### src/rtl/fetch_controller_pkg.sv
// rtl/fetch_controller_pkg.sv - shared types and constants for the instruction fetch controller
package fetch_controller_pkg;

   localparam logic [31:0] RESET_PC_DEFAULT = 32'h0000_0000;
   localparam logic [31:0] TRAP_VEC_DEFAULT = 32'h0000_0100;

   typedef enum logic [1:0] {
      REQ   = 2'd0,
      WAIT  = 2'd1,
      DRAIN = 2'd2,
      HALT  = 2'd3
   } fetch_state_t;

   typedef struct packed {
      logic [31:0] pc;
      logic [31:0] instr;
      logic        fault;
   } fetch_pkt_t;

endpackage

### src/rtl/fetch_buffer.sv
// rtl/fetch_buffer.sv - single-entry valid/ready holding register with flush
module fetch_buffer #(
   parameter int W = 65
) (
   input  logic         clk,
   input  logic         rst,
   input  logic         load,
   input  logic         flush,
   input  logic         out_ready,
   input  logic [W-1:0] load_data,
   output logic         out_valid,
   output logic [W-1:0] out_data
);

   logic         valid_q, valid_d;
   logic [W-1:0] data_q, data_d;

   // Flush wins over load; a load overrides a same-cycle consume.
   always_comb begin
      valid_d = valid_q;
      data_d  = data_q;
      if (flush) begin
         valid_d = 1'b0;
      end else if (load) begin
         valid_d = 1'b1;
         data_d  = load_data;
      end else if (out_ready) begin
         valid_d = 1'b0;
      end
   end

   always_ff @(posedge clk) begin
      if (rst) begin
         valid_q <= 1'b0;
         data_q  <= '0;
      end else begin
         valid_q <= valid_d;
         data_q  <= data_d;
      end
   end

   assign out_valid = valid_q;
   assign out_data  = data_q;

endmodule

### src/rtl/fetch_controller.sv
// rtl/fetch_controller.sv - fetch PC owner, one-outstanding imem requester and decode handoff
module fetch_controller
   import fetch_controller_pkg::*;
#(
   parameter int              XLEN     = 32,
   parameter logic [XLEN-1:0] RESET_PC = RESET_PC_DEFAULT,
   parameter logic [XLEN-1:0] TRAP_VEC = TRAP_VEC_DEFAULT
) (
   input  logic            clk,
   input  logic            rst,
   input  logic            trap_valid,
   input  logic            branch_taken,
   input  logic [XLEN-1:0] jump_address,
   output logic            imem_req_valid,
   input  logic            imem_req_ready,
   output logic [XLEN-1:0] imem_req_addr,
   input  logic            imem_rsp_valid,
   input  logic [XLEN-1:0] imem_rsp_data,
   input  logic            imem_rsp_err,
   output logic            if_valid,
   input  logic            if_ready,
   output logic [XLEN-1:0] if_pc,
   output logic [XLEN-1:0] if_instr,
   output logic            if_fault,
   output logic [XLEN-1:0] pc_out
);

   fetch_state_t    state_q, state_d;
   logic [XLEN-1:0] pc_q, pc_d;
   logic            run_q, run_d;
   logic            ev, req_valid, accept, buf_load, buf_valid;
   logic [XLEN-1:0] target;
   fetch_pkt_t      load_pkt, out_pkt;

   always_comb begin
      state_d  = state_q;
      pc_d     = pc_q;
      run_d    = 1'b1;
      buf_load = 1'b0;
      ev       = trap_valid || branch_taken;
      target   = trap_valid ? TRAP_VEC : (jump_address & ~XLEN'(3));
      // run_q holds off the first request until one clean edge after reset.
      req_valid = run_q && (state_q == REQ) && (!buf_valid || if_ready);
      accept    = req_valid && imem_req_ready;

      case (state_q)
         REQ: begin
            if (ev) begin
               pc_d    = target;
               state_d = accept ? DRAIN : REQ;
            end else if (accept) begin
               state_d = WAIT;
            end
         end
         WAIT: begin
            if (ev) begin
               pc_d    = target;
               state_d = imem_rsp_valid ? REQ : DRAIN;
            end else if (imem_rsp_valid) begin
               buf_load = 1'b1;
               if (imem_rsp_err) begin
                  state_d = HALT;
               end else begin
                  pc_d    = pc_q + XLEN'(4);
                  state_d = REQ;
               end
            end
         end
         DRAIN: begin
            if (ev) pc_d = target;
            if (imem_rsp_valid) state_d = REQ;
         end
         HALT: begin
            if (ev) begin
               pc_d    = target;
               state_d = REQ;
            end
         end
         default: state_d = REQ;
      endcase

      load_pkt.pc    = pc_q;
      load_pkt.instr = imem_rsp_data;
      load_pkt.fault = imem_rsp_err;
   end

   always_ff @(posedge clk) begin
      if (rst) begin
         state_q <= REQ;
         pc_q    <= RESET_PC;
         run_q   <= 1'b0;
      end else begin
         state_q <= state_d;
         pc_q    <= pc_d;
         run_q   <= run_d;
      end
   end

   fetch_buffer #(
      .W($bits(fetch_pkt_t))
   ) u_fetch_buffer (
      .clk      (clk),
      .rst      (rst),
      .load     (buf_load),
      .flush    (ev),
      .out_ready(if_ready),
      .load_data(load_pkt),
      .out_valid(buf_valid),
      .out_data (out_pkt)
   );

   assign imem_req_valid = req_valid;
   assign imem_req_addr  = pc_q;
   assign pc_out         = pc_q;
   assign if_valid       = buf_valid;
   assign if_pc          = out_pkt.pc;
   assign if_instr       = out_pkt.instr;
   assign if_fault       = out_pkt.fault;

endmodule

### config.mk
export PLATFORM = sky130hd
export DESIGN_NAME = fetch_controller
export DESIGN_NICKNAME = d
export VERILOG_FILES = /design/src/rtl/fetch_controller_pkg.sv /design/src/rtl/fetch_buffer.sv /design/src/rtl/fetch_controller.sv
export SDC_FILE = /design/constraint.sdc
export NUM_CORES = 1
export LEC_CHECK = 0
export CAP_MARGIN = 20
export CORE_MARGIN = 4
export CORE_UTILIZATION = 40
export DETAILED_ROUTE_END_ITERATION = 12
export MAX_ROUTING_LAYER = met4
export PLACE_DENSITY = 0.73
export SETUP_SLACK_MARGIN = 0.15
export SLEW_MARGIN = 30
export SYNTH_ARGS = -nofsm -noshare
export SYNTH_HDL_FRONTEND = slang
export SYNTH_HIERARCHICAL = 1
export SYNTH_SLANG_ARGS = --single-unit
### constraint.sdc
create_clock -name clk -period 2.2 [get_ports clk]
set_clock_uncertainty 0.2 [all_clocks]
set_input_delay 0.33 -clock clk [delete_from_list [all_inputs] [get_ports clk]]
set_output_delay 0.33 -clock clk [all_outputs]
set_load 0.03 [all_outputs]
======== Word-level counts from Yosys, hierarchy flattened ========
Cells that the tools add are included.
storage, ports and cells
  register bits ........................... 101
  input port bits ......................... 72
  output and inout port bits .............. 131
cells by class
  add/sub/neg operators ................... 1
  equality and inequality tests ........... 9
  muxes and demuxes ....................... 22
  bitwise logic cells ..................... 1
  reductions and logical operators ........ 13
operator list
  operator                                                         number
  32-bit two-way mux                                               5
  32-bit one-hot mux with 2 select lines                           1
  32-bit by 3-bit adder with 32-bit output, second input constant  1
  2-bit two-way mux                                                9
  3-bit != test, second input constant                             3
  2-bit one-hot mux with 4 select lines                            1
  1-bit two-way mux                                                6
  2-bit == test, second input constant                             2
  2-bit != test, second input constant                             2
  4-bit AND reduction                                              1
  1-bit logical AND                                                3
  3-bit AND reduction                                              1
  3-bit OR reduction                                               1
  2-bit by 1-bit == test with 1-bit output, second input constant  1
  2-bit logical NOT                                                1
  1-bit logical OR                                                 2
  2-bit by 1-bit != test with 1-bit output, second input constant  1
  2-bit AND reduction                                              1
  2-bit nonzero test                                               1
  2-bit OR reduction                                               1
  1-bit logical NOT                                                1
  1-bit NOT                                                        1

======== Depth between registers and ports, before layout ========
Gate-level depths: netlist (run 1).
  depth after elaboration ................. 7
  gate-level depth with buffers ........... 7
  depth with buffers taken out ............ 6

======== By module ========
Netlist (run 1), hierarchy kept.
by module, submodules not included
  module            times used  cells each  area each (sq um)
  fetch_buffer      1           300         3,148.0
  fetch_controller  1           307         2,339.7

======== Worst setup path before layout (run 1) ========
No wires, ideal clock.
  path type ............................... flip-flop to flip-flop
  from .................................... reg pc_q[6], in the netlist imem_req_addr[6]
  to ...................................... reg pc_q[31], in the netlist imem_req_addr[31]
  arrival ................................. 1,910 ps
  required time ........................... 1,926 ps
  path slack .............................. 16 ps
  stages on the path, launching flop included .. 6
  buffers on the path ..................... 0
  period minus slack after synthesis ...... 2,184 ps
  cell sequence ........................... dfxtp_1 nand4_2 nor2_1 nand2_1 or4_1 a31oi_1
on the way
  cells in the longest elaborated chain, start to end .. 5
RTL lines
  item                                      RTL line                source
  from (decl)                               fetch_controller.sv:29  logic [XLEN-1:0] pc_q, pc_d;
  from (signal assigned)                    fetch_controller.sv:94  pc_q <= pc_d;
  32-bit by 3-bit adder with 32-bit output  fetch_controller.sv:64  pc_d = pc_q + XLEN'(4);
  32-bit two-way mux                        fetch_controller.sv:61  if (imem_rsp_err) begin
  32-bit two-way mux                        fetch_controller.sv:59  end else if (imem_rsp_valid) begin
  32-bit two-way mux                        fetch_controller.sv:56  if (ev) begin
  32-bit one-hot mux with 2 select lines    fetch_controller.sv:46  case (state_q)
Every way passes these cells. The select of a mux whose other input is x is not followed.
A chain may end at the register's enable or synchronous reset.

======== Final worst setup path (run 1) ========
  from .................................... reg pc_q[19], in the netlist imem_req_addr[19]
  to ...................................... out pc_out[19]
RTL lines
  item       RTL line                source
  to (decl)  fetch_controller.sv:25  output logic [XLEN-1:0] pc_out
No word-level cell between the ends.

==> implementation parameters, run 1 <==
Parameter                              Value

Outcome
  Outcome    finished, final reports clean

Clocking
  Number of buffers on the longest clock path    2
  Insertion delay to the later sink of the worst-skew pair    350 ps
  Register clock-pin slew on the reported worst setup and hold paths    70 ps
  Clock buffers created by TritonCTS    9
  H-tree lvl count    3
  TritonCTS clock tree    done
  Root cell of the clock tree    sky130_fd_sc_hd__clkbuf_16
  Clock sink count    99

Global routing
  GRT overflow    0
  Largest net degree at the start of global routing    73
  Via count of the first global-routing pass    5,297
  Antenna violations before repair    0
  Overall Global Routing Usage    22.7%
  First-pass GRT wire length    28,400 um

Layout
  Cell Count, Final, Fillers Out    989
  Fill cell count    1,152
  Sequential Area    2000 um2
  Multi-input combinational cell area    2990 um2
  Number of antenna repair diodes    0
  NumNets Final    881
  Area growth, synth to finish    47.6%
  Fraction of layout cells with a size suffix above 1    18.7%

Logic synthesis
  Synthesized area    5490 um2
  Post-Syn Instances    607
  Count of flip-flops with a built-in enable after synthesis    0
  Ys async rst share    0%
  Netlist cell types    65
  Predominant post-synthesis flop cell    sky130_fd_sc_hd__dfxtp_1
  Post-Syn Area per Cell    9.04 um2
  Yosys warns    6
  Number of storage elements in the synthesis netlist    99
  Proportion of synthesized chip area in sequential cells    36.1%

Placed design
  Port bufs    196
  HPWL after detailed placement    13,100 um
  Weighted congestion at the end of routability-driven global placement    0.913
  Placement Setup Slack    -170 ps
  Placed instance count    971

STA
  Tcrit/Tclk final    91.8%
  Number of failing hold endpoints at the final stage    0
  Final Setup Violations    0
  RSZ-0062 raised after global routing    yes
  Final setup margin    180 ps
  Max Fclk    0.495 GHz
  Number of slew-limit violations in the final report    0
  Final critical-path required period    2020 ps
  Hold Slack    104 ps

Setup path
  CP bufs+invs    2
  Critical path cell sequence    buf_4 > clkdlybuf4s50_1
  Data arrival at the endpoint of the critical path    1490 ps
  Required time of the critical path    1670 ps
  CP delay by family, top    buffers and inverters
  Reg2reg setup slack    270 ps
  CP peak stage delay    670 ps
  Startpoint type of the worst setup path    register
  Reg-to-reg endpoint    imem_req_addr[31]$_SDFFE_PP0P_
  Crit Reg-Reg Startpoint    imem_req_addr[12]$_SDFFE_PP0P_
  Crit path max fanout    5
  Endpoint kind of the worst setup timing path    output pin
  Max stage delay cell, worst path    sky130_fd_sc_hd__clkdlybuf4s50_1
  Length in cells of the worst reg-to-reg path    5
  Class of the most critical setup path    register to output pin

Route
  First-iteration detailed-routing DRC count    451
  Via count    5,419
  Post-detailed-route via-to-cell ratio    5.48
  DRC violations left    0
  Total iterations of the first detailed-routing run    5
  DR WL/cell    18.2 um
  Routed Wire Length    18,000 um
  Final ANT Viol Nets    0

Floorplanning
  Die Ht    125 um
  # IOs    203
  Placeable core region    13,300 um2
  Initial core utilization    41.1%
  Die area    15,700 um2
  Cell row count    42
  Horiz. Die Dim    125 um

Power
  Worst-case vdd ir drop    0.330 mV
  Tot Pwr    4380 uW
  Leak    0.00327 uW
  PD cells    540 nW/um2

Hold path
  Beginning of the worst hold path    rst
  Worst hold path endpoint    imem_req_addr[18]$_SDFFE_PP0P_
  Depth of the worst hold-timing path    2
  Path category of the worst min-delay check    input port to register

Flow run
  Number of max-cap violations    0
## how the worst max path moves through the flow
stage                                         startpoint  cells after the start                              to
final                     imem_req_addr[19]$_SDFFE_PP0P_                      2                      pc_out[19]
after CTS                 imem_req_addr[22]$_SDFFE_PP0P_                      2               imem_req_addr[22]
after floorplan           imem_req_addr[12]$_SDFFE_PP0P_                      5  imem_req_addr[31]$_SDFFE_PP0P_
after global routing      imem_req_addr[12]$_SDFFE_PP0P_                      6  imem_req_addr[14]$_SDFFE_PP0P_
after detailed placement                    branch_taken                      7   imem_req_addr[8]$_SDFFE_PP0P_
after global placement                        trap_valid                      7   imem_req_addr[5]$_SDFFE_PP0P_
## final cells by class
type                    count  share of cell area [%]
repair buffers            266                    31.2
inverters                   8                   0.371
multi-input cells         424                    36.9
well taps                 176                    2.72
clock buffers              10                    2.95
flip-flops and latches     99                    24.7
clock inverters             6                    1.08
## layout by cell type, fill, tap and decap left out, types with 4 or more instances in the layout
cell type and n:
sky130_fd_sc_hd__a221oi_1 5, sky130_fd_sc_hd__o21ai_2 27, sky130_fd_sc_hd__dfxtp_1 83, sky130_fd_sc_hd__o311ai_0 4, sky130_fd_sc_hd__inv_1 7, sky130_fd_sc_hd__a31oi_1 5
sky130_fd_sc_hd__and3_1 7, sky130_fd_sc_hd__a22oi_1 5, sky130_fd_sc_hd__dlygate4sd2_1 40, sky130_fd_sc_hd__nand4_1 6, sky130_fd_sc_hd__nor2b_1 5, sky130_fd_sc_hd__o21ai_1 33
sky130_fd_sc_hd__nor2_1 26, sky130_fd_sc_hd__clkbuf_16 9, sky130_fd_sc_hd__nand3_1 18, sky130_fd_sc_hd__a211oi_1 5, sky130_fd_sc_hd__nor3_1 13, sky130_fd_sc_hd__o21ai_0 23
sky130_fd_sc_hd__nand2_1 30, sky130_fd_sc_hd__conb_1 6, sky130_fd_sc_hd__nand4bb_1 66, sky130_fd_sc_hd__buf_4 67, sky130_fd_sc_hd__nor3_2 4, sky130_fd_sc_hd__dfxtp_2 16
sky130_fd_sc_hd__o211ai_1 8, sky130_fd_sc_hd__clkdlybuf4s50_1 141, sky130_fd_sc_hd__nand2b_1 67, sky130_fd_sc_hd__buf_12 5, sky130_fd_sc_hd__a21oi_1 10, sky130_fd_sc_hd__dlymetal6s2s_1 13
sky130_fd_sc_hd__nor4_1 4
## cells in the mapped netlist, drive strengths merged, types with 2 or more instances
cell     instances  area [um2]
o21ai           83         517
nor2b            6        40.0
a221oi           5        43.8
nor2            29         114
nor4             6        52.6
a211oi           5        37.5
nand4bb         66         743
nand2           31         116
nand2b          67         419
a31oi            5        31.3
and2             2        12.5
nor3            18         111
nand3           18        90.1
and3             9        57.6
dfxtp           99        1980
clkbuf          17        68.8
xnor2            3        26.3
or3              3        18.8
a21oi           10        50.1
buf             64         474
o311ai           4        35.0
xor2             3        26.3
a22oi            5        37.5
o211ai           8        60.1
inv              7        26.3
a311oi           3        26.3
nand4            9        83.8
## through the flow
step | cell area [um2] | TNS (ps) | utilization [%]
2_1_floorplan | 5530 | 0 | -
3_3_place_gp | 7740 | -6700 | 58.0
3_5_place_dp | 7740 | -9020 | 58.0
4_1_cts | 8020 | 0 | 60.1
5_1_grt | 8100 | 0 | 60.7
6_report | 8100 | 0 | 60.7
## registers in the layout, summed over array words and instances (netlist names)
name,count
u_fetch_buffer/out_valid,1
imem_req_addr,30
run_q,1
u_fetch_buffer/out_data,65
state_q,2
## repair_timing
item	in CTS	in global routing
cloned	0	0
pin swaps	0	2
setup endpoints to repair	42	95
setup buffers	0	2
hold endpoints to repair	0	0
gates resized for setup	42	21
hold buffers	0	0
## metal layers
| layer | routed length, um | share of wire (%) | up-vias | track usage, % |
|---|---|---|---|---|
| met3 | 1170 | 6.5 | 32 | 3.97 |
| met4 | 322 | 1.8 | 0 | 8.16 |
| met1 | 8170 | 45 | 2551 | 29.9 |
| met2 | 8310 | 46 | 253 | 35.2 |
| met5 | 0 | 0 | - | - |
| li1 | - | - | 2583 | - |
## report_power, final
part | leakage [uW] | switching, uW | internal (uW) | total, uW
clock network | 0.000163 | 715 | 1030 | 1750
logic | 0.00230 | 390 | 365 | 755
registers | 0.000809 | 44.2 | 1830 | 1870
## logic make-up after synthesis
family / count (synthesis) / synth area share, %
simple gates: 270 / 34.8
compound gates: 141 / 17.4
flops: 99 / 36.1
buf+inv: 89 / 10.4
xor+xnor: 6 / 0.958
fa+ha+maj: 1 / 0.228
other cells: 1 / 0.0683
(Power assumes the default switching activity.)
==> inputs of run 2 (changes only) <==
--- a/config.mk
+++ b/config.mk
@@ -6,13 +6,13 @@
 export NUM_CORES = 1
 export LEC_CHECK = 0
 export CAP_MARGIN = 20
+export CORE_ASPECT_RATIO = 0.5
 export CORE_MARGIN = 4
 export CORE_UTILIZATION = 40
 export DETAILED_ROUTE_END_ITERATION = 12
 export MAX_ROUTING_LAYER = met4
 export PLACE_DENSITY = 0.73
 export SETUP_SLACK_MARGIN = 0.15
-export SLEW_MARGIN = 30
 export SYNTH_ARGS = -nofsm -noshare
 export SYNTH_HDL_FRONTEND = slang
 export SYNTH_HIERARCHICAL = 1
==> constraint.sdc (replaced) <==
create_clock -name clk -period 1.9 [get_ports clk]
set_clock_uncertainty 0.2 [all_clocks]
set_input_delay 0.285 -clock clk [delete_from_list [all_inputs] [get_ports clk]]
set_output_delay 0.285 -clock clk [all_outputs]
set_load 0.03 [all_outputs]
==> implementation parameters, run 2 (synthesized netlist as in run 1, its figures left out) <==
Parameter                              Value

Setup path
  Critical path cell sequence    nand4_4 > nor4_4 > buf_4 > nand4_1 > or4_1 > a31oi_1
  Class of the most critical setup path    register to register
  Length in cells of the worst reg-to-reg path    6 (+1)
  Endpoint kind of the worst setup timing path    register
  CP delay by family, top    simple AND/OR/NAND/NOR gates
  Data arrival at the endpoint of the critical path    2050 ps (+560 ps)
  Crit Reg-Reg Startpoint    imem_req_addr[14]$_SDFFE_PP0P_
  Required time of the critical path    1980 ps (+310 ps)
  CP bufs+invs    1 (-1)
  Startpoint type of the worst setup path    register
  Max stage delay cell, worst path    sky130_fd_sc_hd__or4_1
  CP peak stage delay    430 ps (-240 ps)
  Reg2reg setup slack    -80 ps (-350 ps)
  Reg-to-reg endpoint    imem_req_addr[31]$_SDFFE_PP0P_
  Crit path max fanout    4 (-1)

Clocking
  Number of buffers on the longest clock path    2 (unchanged)
  H-tree lvl count    3 (unchanged)
  Insertion delay to the later sink of the worst-skew pair    350 ps (about the same)
  Root cell of the clock tree    sky130_fd_sc_hd__clkbuf_16
  Register clock-pin slew on the reported worst setup and hold paths    70 ps (about the same)
  Clock sink count    99 (unchanged)
  # hold bufs at CTS    0 (unchanged)
  TritonCTS clock tree    done
  Clock buffers created by TritonCTS    9 (unchanged)

Global routing
  Largest net degree at the start of global routing    106 (+45%)
  Antenna violations before repair    0 (unchanged)
  GRT overflow    0 (unchanged)
  Via count of the first global-routing pass    5,562 (+5.0%)
  First-pass GRT wire length    31,100 um (+9.4%)
  Overall Global Routing Usage    24.9% (+2.2 points)

Power
  Leak    0.00407 uW (+24%)
  PD cells    575 nW/um2 (+6.3%)
  Worst-case vdd ir drop    0.386 mV (+17%)
  Tot Pwr    5410 uW (+24%)

Layout
  Commonest cells after routing, fill and taps aside    97 x sky130_fd_sc_hd__buf_4, 86 x sky130_fd_sc_hd__dlygate4sd2_1, 71 x sky130_fd_sc_hd__dfxtp_1, 66 x sky130_fd_sc_hd__nand2b_1, 65 x sky130_fd_sc_hd__nand4bb_1
  NumNets Final    952 (+8.1%)
  Largest register FFs    65 (unchanged)
  Most common cell after layout, fill and taps aside    sky130_fd_sc_hd__buf_4
  Fill cell count    954 (-17%)
  Final design area excluding fillers    9420 um2 (+16%)
  Share of the core filled with cells in the final layout    72.3% (+12 points)
  Area growth, synth to finish    71.6%
  Fraction of layout cells with a size suffix above 1    40.5% (+22 points)
  Number of antenna repair diodes    0 (unchanged)

Floorplanning
  Horiz. Die Dim    174 um (+39%)
  Die Ht    90.8 um (-27%)
  Initial core utilization    42.1% (+1.0 points)
  Die area    15,800 um2 (+0.73%)
  Placeable core region    13,000 um2 (-2.4%)
  # IOs    203 (unchanged)
  Cell row count    29 (-31%)

Hold path
  Depth of the worst hold-timing path    2 (unchanged)
  Path category of the worst min-delay check    input port to register
  Worst hold path endpoint    state_q[0]$_SDFFE_PP0P_
  Beginning of the worst hold path    rst

Placed design
  Port bufs    196 (unchanged)
  HPWL after detailed placement    13,800 um (+5.8%)
  Placed standard-cell area    8080 um2 (+4.4%)
  Weighted congestion at the end of routability-driven global placement    0.977 (+7.1%)

Route
  DRC violations left    0 (unchanged)
  Post-detailed-route via-to-cell ratio    5.71 (+4.2%)
  First-iteration detailed-routing DRC count    576 (+28%)
  Via count    6,017 (+11%)
  DR WL/cell    20.6 um (+13%)
  Final ANT Viol Nets    0 (unchanged)
  Total iterations of the first detailed-routing run    5 (unchanged)
  Routed Wire Length    21,700 um (+21%)

STA
  Final critical-path required period    1980 ps
  RSZ-0062 raised after global routing    yes
  Final setup margin    -77.6 ps (-258 ps)
  Number of slew-limit violations in the final report    0 (unchanged)
  Max Fclk    0.506 GHz
  Final Setup Violations    3 (+3)
  Setup total negative slack    -146 ps (-146 ps)
  Number of failing hold endpoints at the final stage    0 (unchanged)
  Hold Slack    47.5 ps (-56.9 ps)
  Tcrit/Tclk final    104%

Outcome
  Outcome    finished, violations left
  Violated checks    setup timing

Flow run
  Number of max-cap violations    0 (unchanged)
run 2: layer usage:
layer	share of wire (%)	GRT usage, %	up-vias
li1	-	-	2738
met1	42	33.3	2929
met2	48	39.8	297
met3	7.3	4.22	53
met4	2.1	5.73	0
met5	0	-	-
run 2: final cells by class:
class / instances / area (um2) / share of cell area (%)
Multi-Input combinational cell: 424 / 3560 / 37.8
Sequential cell: 99 / 2060 / 21.9
Clock inverter: 5 / 88.8 / 0.944
Clock buffer: 11 / 264 / 2.80
Tap cell: 170 / 213 / 2.26
Timing Repair Buffer: 337 / 3200 / 33.9
Inverter: 8 / 32.5 / 0.346
run 2: how the worst max path moves through the flow:
stage                                        start                             end  depth (start not counted)
floorplan           imem_req_addr[11]$_SDFFE_PP0P_  imem_req_addr[31]$_SDFFE_PP0P_                          5
CTS                 imem_req_addr[13]$_SDFFE_PP0P_  imem_req_addr[31]$_SDFFE_PP0P_                          6
global placement                        trap_valid  imem_req_addr[30]$_SDFFE_PP0P_                          7
finish              imem_req_addr[14]$_SDFFE_PP0P_  imem_req_addr[31]$_SDFFE_PP0P_                          6
detailed placement                      trap_valid  imem_req_addr[30]$_SDFFE_PP0P_                          7
global route        imem_req_addr[14]$_SDFFE_PP0P_  imem_req_addr[31]$_SDFFE_PP0P_                          6
run 2: where the power goes:
part,internal (uW),switching (uW),leakage [uW]
Sequential,2110,52.7,0.000818
Clock,1290,887,0.000173
Combinational,523,551,0.00308
Total,3920,1490,0.00407
run 2: what timing repair did:
| item | 4_1_cts | 5_1_grt |
|---|---|---|
| endpoints found under the setup margin | 222 | 131 |
| setup buffers | 20 | 18 |
| gates cloned | 2 | 9 |
| gates resized for setup | 217 | 157 |
| pin swaps | 29 | 110 |
| hold endpoints to repair | 0 | 0 |
run 2: stage by stage:
step	std cells	setup slack, ps
after CTS	1027	-21.9
after floorplan	612	-6.56
after detailed placement	989	-869
after global placement	989	-835
after global routing	1054	-167
final	1054	-77.6
==> inputs of run 3 (changes only) <==
--- a/config.mk
+++ b/config.mk
@@ -13,6 +13,7 @@
 export MAX_ROUTING_LAYER = met4
 export PLACE_DENSITY = 0.73
 export SETUP_SLACK_MARGIN = 0.15
+export SLEW_MARGIN = 20
 export SYNTH_ARGS = -nofsm -noshare
 export SYNTH_HDL_FRONTEND = slang
 export SYNTH_HIERARCHICAL = 1
==> results of run 3 <==
No change in the layout: final DEF, timing and power equal those of run 2.
